**src/rtl/regfile_write_arbiter.sv**
```systemverilog
// Write-port owner for the 32x32 register file: clears x1..x31 after reset, then arbitrates two
// writeback requesters. Optional build macro RFARB_FIXED_PRIO_EN selects fixed priority (req0 wins).
module regfile_write_arbiter #(
  parameter int NREG = 32,
  parameter int AW   = 5,
  parameter int DW   = 32
) (
  input  logic          clk,
  input  logic          reset,
  input  logic          req0_valid,
  input  logic [AW-1:0] req0_addr,
  input  logic [DW-1:0] req0_data,
  output logic          req0_ready,
  input  logic          req1_valid,
  input  logic [AW-1:0] req1_addr,
  input  logic [DW-1:0] req1_data,
  output logic          req1_ready,
  output logic          rf_we,
  output logic [AW-1:0] rf_addr,
  output logic [DW-1:0] rf_wdata,
  output logic          init_done
);

  typedef enum logic {INIT, RUN} state_e;

  state_e        state_q, state_d;
  logic [AW-1:0] sweep_cnt_q, sweep_cnt_d;
  logic          rf_we_q, rf_we_d;
  logic [AW-1:0] rf_addr_q, rf_addr_d;
  logic [DW-1:0] rf_wdata_q, rf_wdata_d;
  logic          init_done_q, init_done_d;
  logic          grant0, grant1;

`ifdef RFARB_FIXED_PRIO_EN
  always_comb begin
    grant0 = req0_valid;
    grant1 = req1_valid && !req0_valid;
  end
`else
  logic rr_ptr_q, rr_ptr_d;

  // rr_ptr only arbitrates conflicts; after a conflict the loser gets the next one.
  always_comb begin
    grant0   = req0_valid && (!req1_valid || !rr_ptr_q);
    grant1   = req1_valid && (!req0_valid ||  rr_ptr_q);
    rr_ptr_d = rr_ptr_q;
    if (state_q == RUN && req0_valid && req1_valid)
      rr_ptr_d = ~grant1;
  end

  always_ff @(posedge clk or posedge reset) begin
    if (reset) rr_ptr_q <= 1'b0;
    else       rr_ptr_q <= rr_ptr_d;
  end
`endif

  assign req0_ready = (state_q == RUN) && grant0;
  assign req1_ready = (state_q == RUN) && grant1;

  always_comb begin
    state_d     = state_q;
    sweep_cnt_d = sweep_cnt_q;
    rf_we_d     = 1'b0;
    rf_addr_d   = rf_addr_q;
    rf_wdata_d  = rf_wdata_q;
    init_done_d = init_done_q;
    unique case (state_q)
      INIT: begin
        rf_we_d     = 1'b1;
        rf_addr_d   = sweep_cnt_q;
        rf_wdata_d  = '0;
        sweep_cnt_d = sweep_cnt_q + AW'(1);
        if (sweep_cnt_q == AW'(NREG - 1)) begin
          state_d     = RUN;
          init_done_d = 1'b1;
        end
      end
      RUN: begin
        // A write to x0 is accepted but never reaches the register file.
        if (req0_valid && req0_ready) begin
          rf_addr_d  = req0_addr;
          rf_wdata_d = req0_data;
          rf_we_d    = (req0_addr != '0);
        end else if (req1_valid && req1_ready) begin
          rf_addr_d  = req1_addr;
          rf_wdata_d = req1_data;
          rf_we_d    = (req1_addr != '0);
        end
      end
      default: ;
    endcase
  end

  always_ff @(posedge clk or posedge reset) begin
    if (reset) begin
      state_q     <= INIT;
      sweep_cnt_q <= AW'(1);
      rf_we_q     <= 1'b0;
      rf_addr_q   <= '0;
      rf_wdata_q  <= '0;
      init_done_q <= 1'b0;
    end else begin
      state_q     <= state_d;
      sweep_cnt_q <= sweep_cnt_d;
      rf_we_q     <= rf_we_d;
      rf_addr_q   <= rf_addr_d;
      rf_wdata_q  <= rf_wdata_d;
      init_done_q <= init_done_d;
    end
  end

  assign rf_we     = rf_we_q;
  assign rf_addr   = rf_addr_q;
  assign rf_wdata  = rf_wdata_q;
  assign init_done = init_done_q;

endmodule

```
**config.mk**
```make
export PLATFORM = sky130hd
export DESIGN_NAME = regfile_write_arbiter
export DESIGN_NICKNAME = d
export VERILOG_FILES = /design/src/rtl/regfile_write_arbiter.sv
export SDC_FILE = /design/constraint.sdc
export NUM_CORES = 1
export LEC_CHECK = 0
export BUFFER_PORTS_ARGS = -buffer_cell sky130_fd_sc_hd__buf_2
export CORE_MARGIN = 2
export CORE_UTILIZATION = 31
export DETAILED_ROUTE_END_ITERATION = 8
export GPL_TIMING_DRIVEN = 1
export REMOVE_ABC_BUFFERS = 1
export SLEW_MARGIN = 20
export SYNTH_ARGS = -nofsm -noshare
export SYNTH_HDL_FRONTEND = slang
export SYNTH_SLANG_ARGS = --single-unit
```
**constraint.sdc**
```tcl
create_clock -name clk -period 2.8 [get_ports clk]
set_input_delay 0.56 -clock clk [delete_from_list [all_inputs] [get_ports clk]]
set_output_delay 0.56 -clock clk [all_outputs]
set_load 0.005 [all_outputs]
```
* After elaboration in Yosys (flattened, before gate mapping)
Index checks and enable logic that the tools add are counted.
** Cells by class
- Add/sub/neg operators :: 1
- Equality and inequality tests :: 2
- Multiplexer cells :: 11
- Bitwise gates (word level) :: 2
- Reductions and logical operators :: 16
** Operators with widths (count)
- $mux 32 :: 2
- $pmux 32 s2 :: 1
- $mux 5 :: 2
- $pmux 5 s2 :: 1
- $reduce_bool 5->1 :: 2
- $logic_and 1x1->1 :: 8
- $add 5x1->5 const B :: 1
- $eq 5x5->1 const B :: 1
- $mux 1 :: 4
- $logic_not 1->1 :: 3
- $ne 3x1->1 const B :: 1
- $logic_or 1x1->1 :: 2
- $not 1->1 :: 2
- $pmux 1 s2 :: 1
- $reduce_and 2->1 :: 1
** Storage, ports and cells
- Flip-flop bits (word level) :: 46
- Input bits :: 78
- Output and inout bits :: 41

* Logic depth before layout (Yosys ltp)
Gate-level depths: netlist of the first run.
- Depth in word-level cells :: 8
- Gate-level depth with buffers :: 6
- Depth with buffers taken out :: 4

* Worst setup path after synthesis of the first run
Ideal clock, no wire load.
- Kind :: input to output
- Start point :: input req1_valid
- End point :: output req0_ready
- Arrival :: 1200 ps
- Data required time :: 2240 ps
- Setup slack :: 1040 ps
- Stages on the path :: 4
- Path through :: buf_6 a21bo_2 nor2_1 buf_2
** On the way
- Longest elaborated chain between the ends :: 4
** Ends and longest elaborated chain
- start, declared :: RTL line 14 : input logic req1_valid,
- $logic_not 1->1 :: RTL line 44 : grant0 = req0_valid && (!req1_valid || !rr_ptr_q);
- $logic_or 1x1->1 :: RTL line 44
- $logic_and 1x1->1 :: RTL line 44
- $logic_and 1x1->1 :: RTL line 57 : assign req0_ready = (state_q == RUN) && grant0;
- end, declared :: RTL line 13 : output logic req0_ready,
No other way between the ends.

* Final worst setup path of the first run
- Start point :: input req0_valid
- End point :: output req0_ready
** On the way
- Longest elaborated chain between the ends :: 2
** Ends and longest elaborated chain
- start, declared :: RTL line 10 : input logic req0_valid,
- $logic_and 1x1->1 :: RTL line 44
- $logic_and 1x1->1 :: RTL line 57
No other way between the ends.

==> metrics.txt, run 1 <==
outcome finished, final reports clean; LEAKAGE 1.47 nW; fin. max-slew vios 0; Layout Utilization 41.7%; final global-route overflow total 0; clock latency on the worst-skew pair 0.30 ns; largest delay contributor family on the critical path buffers and inverters; CTS Sinks 46; Die Ht 89.2 microns; CP endpoint kind output pin; max incr delay on CP 0.35 ns; Worst slew margin 46.5%; CP max FO 17; Layout fillers 743; I/O pins 119; max frequency 0.479 GHz; cells after synthesis 184; hold buffers post-CTS 0; CP Class in -> out; initial core utilization 31.5%; Reg2Reg Depth 4; Nets 375; number of global-route vias before repair 1919; Yosys warning count 0; share of cells above drive strength 1 47.3%; HP Class in -> async; CTS tree yes; synthesis-stage register bit count 46; CP cell instances buf_2 -> a21bo_2 -> nor2_4 -> buf_2; diode count 0; total track usage 15.6%; antenna violations before repair 0; critical path's most frequent cell buf_2; synthesized cell area 2250 sq um; slowest stage cell, crit path nor2_4; Clock Skew 0.00563 ns; register area share after synthesis 51.2%; Tmin final 2.09 ns; pin count of the biggest net entering global routing 49; endpoints failing setup 0; Detail Route Antenna Nets 0; worst r2r src rr_ptr_q; R2R Setup Slk 1.12 ns; RSZ-0062 raised after global routing false; Power Density 581 nW/um^2; DIE AREA 7950 sq um; gpl congestion 0.710; worst r2r dst rf_wdata[16]; slew at the pin with the worst max-slew slack 0.802 ns; vias 2032; Worst Setup Start Kind primary input; max cap viols 0; Unique masters post-synth 35; Synth-to-Final Area Change 32.4%; Power, Total 0.00173 W; DRT Pass-1 Iters 4; Residual DRC 0; Die Width 89.2 microns; crit share post-route 74.5%; WP buf/inv 2; Cell Rows 31; setup bufs post-CTS 0; Avg Cell Area, Syn 12.2 sq um; fin area 2980 sq um; CTS buffer count 5; Clock Path Buffers 2; critical path arrival 1.53 ns; core box area 7140 sq um; CTS H-Tree Depth 2; Peak VDD IR 0.000214 V; PortBufs 118; Avg WL per Cell 15.4 microns; Clock transition at path regs 0.09 ns; Root Buffer clkbuf_8; Routed WL 6100 microns; initial DRC count 65; # resized after CTS 0; vias per cell 5.14; Data required, critical path 2.24 ns; global-route wire length before repair 9520 microns; Final Hold Fails 0; hpwl dp 4160 microns; Placed Area 2880 sq um
## worst max-delay path by stage
stage / startpoint / to / slack, ns / depth (start not counted)
after floorplan: state_q / req0_ready / -0.16 / 2
after global placement: req0_valid / req0_ready / 0.71 / 4
after detailed placement: req0_valid / req0_ready / 0.69 / 4
after CTS: rr_ptr_q / req0_ready / 0.68 / 3
after global routing: rr_ptr_q / req0_ready / 0.61 / 3
final: req0_valid / req0_ready / 0.71 / 4
## area by class of cell
cell class | instances | area (sq um) | area share [%]
multi-input combinational | 110 | 940 | 31.6
timing repair buffer | 124 | 636 | 21.3
clock inverter | 2 | 12.5 | 0.420
sequential | 46 | 1150 | 38.7
inverter | 8 | 31.3 | 1.05
tap | 99 | 124 | 4.16
clock buffer | 6 | 82.6 | 2.77
## layout by cell type (no fill, tap or decap), drive strengths merged, types with 3 or more instances in the layout
cell	instances
xnor2	4
o31ai	3
a221o	32
or3	3
a221oi	5
dfrtp	45
nor2	8
inv	7
clkbuf	6
buf	124
and4	32
## cell families (layout without fill, tap and decap cells)
group,count (synthesis),in the layout,synth area share [%]
adder cells (fa/ha/maj),2,2,1.11
multiplexers,3,3,1.45
flip-flops,46,46,51.2
AO/OA/AOI/OAI,47,47,19.5
buffers and inverters,28,140,7.34
AND/OR/NAND/NOR,54,54,17.8
XOR/XNOR,4,4,1.56
## power by group
group | internal [W] | switching, W | total (W) | leakage (nW)
combinational | 0.000246 | 0.000218 | 0.000463 | 0.874
sequential | 0.000779 | 0.0000658 | 0.000845 | 0.544
clock | 0.000199 | 0.000224 | 0.000423 | 0.0472
total | 0.00122 | 0.000507 | 0.00173 | 1.47
## sequential cells by signal, indices dropped and copies added (netlist names)
register and flops:
init_done 1, rf_addr 5, rf_wdata 32, rf_we 1
rr_ptr_q 1, state_q 1, sweep_cnt_q 5
## per-stage QoR
stage               hold slack (ns)  TNS [ns]  worst slack (ns)  cells
floorplan                     0.451    -0.407            -0.162    164
detailed placement            0.442         0             0.693    387
global placement              0.440         0             0.708    387
finish                        0.383         0             0.713    395
CTS                           0.467         0             0.682    395
global route                  0.439         0             0.610    395
## metal layers
layer / share of wire [%] / global-route usage [%]
met1: 44 / 21.2
met2: 48 / 25.2
met3: 6.8 / 3.97
met4: 0.84 / 3.39
met5: 0 / 0
## synth_stat cells, drive strengths merged
master	n	area, sq um
a21bo	1	10.0
a21boi	1	7.51
a21o	1	7.51
a221o	32	320
a221oi	5	43.8
and3	1	6.26
and4	32	280
buf	14	111
clkbuf	6	23.8
dfrtp	45	1130
dfstp	1	26.3
ha	2	25.0
inv	8	30.0
mux2	2	22.5
mux2i	1	10.0
nand2	1	3.75
nand3	1	5.00
nand4	1	6.26
nand4b	1	8.76
nor2	8	32.5
nor2b	1	6.26
nor3	1	5.00
o21ai	2	10.0
o311ai	1	8.76
o31ai	3	22.5
o32ai	1	8.76
or2	2	12.5
or3	3	18.8
or4	2	15.0
xnor2	4	35.0
## worst reg2reg max path, delay by kind of cell, from the launching register on
kind / cells / cell delay, ns
AO/OA/AOI/OAI: 2 / 0.46
buffers and inverters: 1 / 0.36
flip-flops: 1 / 0.44
AND/OR/NAND/NOR: 1 / 0.35
Power figures use the tool's default switching activity.
==> run 2, diff against run 1 <==
==> constraint.sdc (replaced) <==
create_clock -name clk -period 1.9 [get_ports clk]
set_input_delay 0.38 -clock clk [delete_from_list [all_inputs] [get_ports clk]]
set_output_delay 0.38 -clock clk [all_outputs]
set_load 0.005 [all_outputs]
==> run 2 against run 1 <==
  * Critical endpoint unchanged
  * Clock power up 46%
  * Die area unchanged
  * Clock skew down 0.0014 ns
  * Non-clock buffer count up 5
  * Largest cell class unchanged
  * Via count down 0.69%
  * Final cell count up 1.3%
  * Sequential power up 48%
  * Combinational power up 51%
  * Largest power group unchanged
==> metrics.txt, run 2 (synthesized netlist as in run 1, its figures left out) <==
outcome finished, final reports clean; Cell Rows 31; CTS tree yes; share of cells above drive strength 1 47.8%; Int Power 0.00183 W; HP Class in -> async; Residual DRC 0; Routed WL 6210 microns; Sequential Area 1150 sq um; CP max FO 33; DIE AREA 7950 sq um; LEAKAGE 1.50 nW; Avg WL per Cell 15.5 microns; switching share of power 28.9%; global-route wire length before repair 9490 microns; total track usage 15.3%; Clk network pwr share 24.0%; gpl congestion 0.726; Nets 380; slew at the pin with the worst max-slew slack 0.406 ns; R2R Setup Slk 0.36 ns; DRT Pass-1 Iters 4; diode count 0; clock latency on the worst-skew pair 0.29 ns; hold buffers post-CTS 0; Layout fillers 729; vias 2018; number of global-route vias before repair 1929; CP Class reg -> out; sw power 0.000741 W; most common cell after layout, fill and taps aside buf_2; Peak VDD IR 0.000304 V; CTS Sinks 46; Logic pwr share 27.3%; crit share post-route 93.4%; CP endpoint kind output pin; Synth-to-Final Area Change 34.6%; Clock Path Buffers 2; Flop pwr share 48.7%; I/O pins 119; worst r2r dst rf_wdata[0]; initial core utilization 31.5%; Final Hold Fails 0; PortBufs 118; vias per cell 5.05; final global-route overflow total 0; Root Buffer clkbuf_8; Worst Setup Start Kind register; hpwl dp 4350 microns; Power, Total 0.00257 W; pin count of the biggest net entering global routing 49; fin. max-slew vios 0; Multi-input gate area 946 sq um; Largest register FFs 32; Finished Layout Cells 400; critical path arrival 1.40 ns; max frequency 0.563 GHz; Die Width 89.2 microns; Reg2Reg Depth 4; most frequent cells in the layout 118 x buf_2, 45 x dfrtp_1, 32 x and4_1, 32 x a221o_1, 10 x buf_4; core box area 7140 sq um; Clock transition at path regs 0.08 ns; antenna violations before repair 0; CTS buffer count 5; initial DRC count 43; worst r2r src rr_ptr_q; Detail Route Antenna Nets 0; RSZ-0062 raised after global routing false; Data required, critical path 1.52 ns; Die Ht 89.2 microns; Tmin final 1.78 ns; Sum Neg Setup Slack 0 ns; DP Cell Count 392; max cap viols 0; CTS H-Tree Depth 2; Clock Skew 0.00421 ns; Worst slew margin 73.0%; Power Density 847 nW/um^2; endpoints failing setup 0
-- run 2: cell count changes in the layout (fill, tap and decap cells not counted), sizes merged --
cell      previous run  this run
inv                  7         8
clkbuf               6         7
clkinv               2         1
clkinvlp             1         0
buf                124       129
-- run 2: power groups by stage --
stage | Sequential, W | Clock [W] | Combinational, W
floorplan | 0.00127 | 0 | 0.000314
global placement | 0.00127 | 0 | 0.000697
detailed placement | 0.00127 | 0 | 0.000708
CTS | 0.00125 | 0.000644 | 0.000711
global route | 0.00128 | 0.000678 | 0.000783
finish | 0.00125 | 0.000616 | 0.000700
-- run 2: cell type report --
| cell class | instances | area share (%) |
|---|---|---|
| Sequential cell | 46 | 38.0 |
| Multi-Input combinational cell | 110 | 31.2 |
| Timing Repair Buffer | 129 | 22.6 |
| Tap cell | 99 | 4.09 |
| Clock buffer | 7 | 2.85 |
| Inverter | 8 | 0.991 |
| Clock inverter | 1 | 0.165 |
-- run 2: worst max path at each step --
stage	startpoint	end	slack (ns)	cells past startpoint
CTS	rr_ptr_q	req0_ready	0.09	3
floorplan	state_q	rf_addr[0]	-0.95	3
global route	rr_ptr_q	req0_ready	0.01	3
detailed placement	req0_valid	rf_addr[0]	0.1	5
finish	rr_ptr_q	req0_ready	0.12	3
global placement	req0_valid	rf_wdata[28]	0.15	5
-- run 2: layer usage --
| layer | share of wire, % | vias up | global-route usage (%) |
|---|---|---|---|
| met5 | 0 | - | 0 |
| met4 | 0.95 | 0 | 3.66 |
| met3 | 5.4 | 6 | 3.42 |
| met2 | 47 | 64 | 25.2 |
| met1 | 46 | 968 | 20.6 |
| li1 | - | 980 | - |
-- run 2: timing repair --
action / CTS / global route
setup endpoints to repair: 1 / 0
buffers inserted: 0 / 0
gates resized for setup: 1 / 0
-- run 2: critical path, cell delays in order (launching register included) --
cell	delay (ns)
dfrtp_1	0.45
a21bo_4	0.35
nor2_4	0.15
buf_2	0.15
-- run 2: stage by stage --
stage	worst slack, ns	cell area, sq um	hold slack [ns]	util, %
after CTS	0.0878	3030	0.115	42.4
after global placement	0.147	2930	0.436	41.1
after detailed placement	0.0959	2930	0.439	41.1
after floorplan	-0.949	2110	0.451	-
final	0.125	3030	0.112	42.4
after global routing	0.0128	3030	0.120	42.4
==> run 3, diff against run 2 <==
--- a/config.mk
+++ b/config.mk
@@ -5,10 +5,10 @@
 export SDC_FILE = /design/constraint.sdc
 export NUM_CORES = 1
 export LEC_CHECK = 0
-export BUFFER_PORTS_ARGS = -buffer_cell sky130_fd_sc_hd__buf_2
 export CORE_MARGIN = 2
 export CORE_UTILIZATION = 31
 export DETAILED_ROUTE_END_ITERATION = 8
+export DONT_BUFFER_PORTS = 1
 export GPL_TIMING_DRIVEN = 1
 export REMOVE_ABC_BUFFERS = 1
 export SLEW_MARGIN = 20
==> run 3 against run 2 <==
  * The flow now finishes with violations (negative hold slack)
  * Final cell count fell by 30%
  * Combinational power fell by 38%
  * First-iteration DRC count increased by 60%
  * Via count shrank 19%
  * Cell area down 19%
  * Sequential power increased by 4%
  * Clock-buffer cell count unchanged
  * Sequential cell count stayed put
  * Non-clock buffer count fell by 122
==> metrics.txt, run 3 (synthesized netlist as in run 1, its figures left out) <==
outcome complete, but fails checks; violated checks negative hold slack; DIE AREA 7950 sq um; clock latency on the worst-skew pair 0.30 ns; fin area 2450 sq um; CTS H-Tree Depth 2; Data required, critical path 1.52 ns; initial core utilization 31.5%; endpoints failing setup 0; most common cell after layout, fill and taps aside dfrtp_1; Final Hold Fails 13; pin count of the biggest net entering global routing 49; antenna violations before repair 0; core box area 7140 sq um; LEAKAGE 1.02 nW; vias per cell 5.85; initial DRC count 69; hpwl dp 4050 microns; Power, Total 0.00250 W; CP max FO 18; global-route wire length before repair 8400 microns; CP Class reg -> out; final hold slack -0.00805 ns; fin. max-slew vios 0; Die Width 89.2 microns; slew at the pin with the worst max-slew slack 0.669 ns; # resized after CTS 0; crit share post-route 93.5%; CTS buffer count 5; Nets 259; final global-route overflow total 0; HP Class in -> async; max frequency 0.563 GHz; Detail Route Antenna Nets 0; Finished Layout Cells 279; most frequent cells in the layout 45 x dfrtp_1, 32 x and4_1, 32 x a221o_1, 7 x inv_1; gpl congestion 0.720; Routed WL 6030 microns; CTS tree yes; CTS Sinks 46; Worst slew margin 55.4%; RSZ-0062 raised after global routing false; PortBufs 0; Peak VDD IR 0.000266 V; share of cells above drive strength 1 12.8%; DRT Pass-1 Iters 4; Sum Neg Setup Slack 0 ns; critical path arrival 1.40 ns; worst r2r dst rf_wdata[16]; R2R Setup Slk 0.29 ns; Avg WL per Cell 21.6 microns; Power Density 1020 nW/um^2; diode count 0; Worst Setup Start Kind register; total track usage 14.2%; Die Ht 89.2 microns; I/O pins 119; Placed Area 2320 sq um; max cap viols 0; Root Buffer clkbuf_8; vias 1633; DP Cell Count 270; Clock Skew 0.00933 ns; hold buffers post-CTS 0; worst r2r src rr_ptr_q; Reg2Reg Depth 4; Cell Rows 31; CP endpoint kind output pin; Residual DRC 0; Tmin final 1.78 ns; Synth-to-Final Area Change 8.73%; Clock transition at path regs 0.09 ns; number of global-route vias before repair 1540; setup bufs post-CTS 0; Largest register FFs 32; Clock Path Buffers 2
[run 3: cell types whose count changed in the layout (fill, tap and decap cells not counted), sizes merged]
cell and delta:
buf -122, bufinv +1, clkinv -1, nor2 +1
[run 3: cell type report]
| class | count | area, sq um |
|---|---|---|
| clock buffers | 7 | 86.3 |
| flip-flops and latches | 46 | 1150 |
| multi-input cells | 111 | 946 |
| repair buffers | 7 | 77.6 |
| well taps | 99 | 124 |
| inverters | 8 | 30.0 |
| clock inverters | 1 | 30.0 |
| fillers | 744 | 4690 |
[run 3: how the worst max path moves through the flow]
stage	start	slack, ns	cells past startpoint	to
6_report	rr_ptr_q	0.12	2	req0_ready
5_1_grt	rr_ptr_q	0.01	2	req0_ready
4_1_cts	rr_ptr_q	0.02	2	req0_ready
3_5_place_dp	req0_valid	0.13	4	rf_wdata[15]
3_3_place_gp	req0_valid	0.10	4	rf_wdata[22]
2_1_floorplan	state_q	-0.95	3	rf_addr[0]
[run 3: worst max-delay path, stage by stage (launching register included)]
cell	delay, ns
dfrtp_1	0.43
a21bo_2	0.34
nor2_4	0.32
[run 3: report_power, final]
group | total [W] | internal, W | switching, W
clock | 0.000766 | 0.000430 | 0.000336
sequential | 0.00130 | 0.00115 | 0.000149
combinational | 0.000433 | 0.000216 | 0.000217
total | 0.00250 | 0.00180 | 0.000702
[run 3: metal layers]
layer  global-route usage [%]  vias up  share of wire (%)
met4                     3.80        0               0.56
met1                     17.9      820                 42
met2                     23.1       74                 49
li1                         -      735                  -
met3                     4.99        4                8.4
met5                        0        -                  0
[run 3: metrics by stage]
| step | utilization, % | setup slack [ns] |
|---|---|---|
| 2_1_floorplan | - | -0.949 |
| 3_3_place_gp | 32.6 | 0.103 |
| 3_5_place_dp | 32.6 | 0.130 |
| 4_1_cts | 34.2 | 0.0229 |
| 5_1_grt | 34.3 | 0.0137 |
| 6_report | 34.3 | 0.124 |
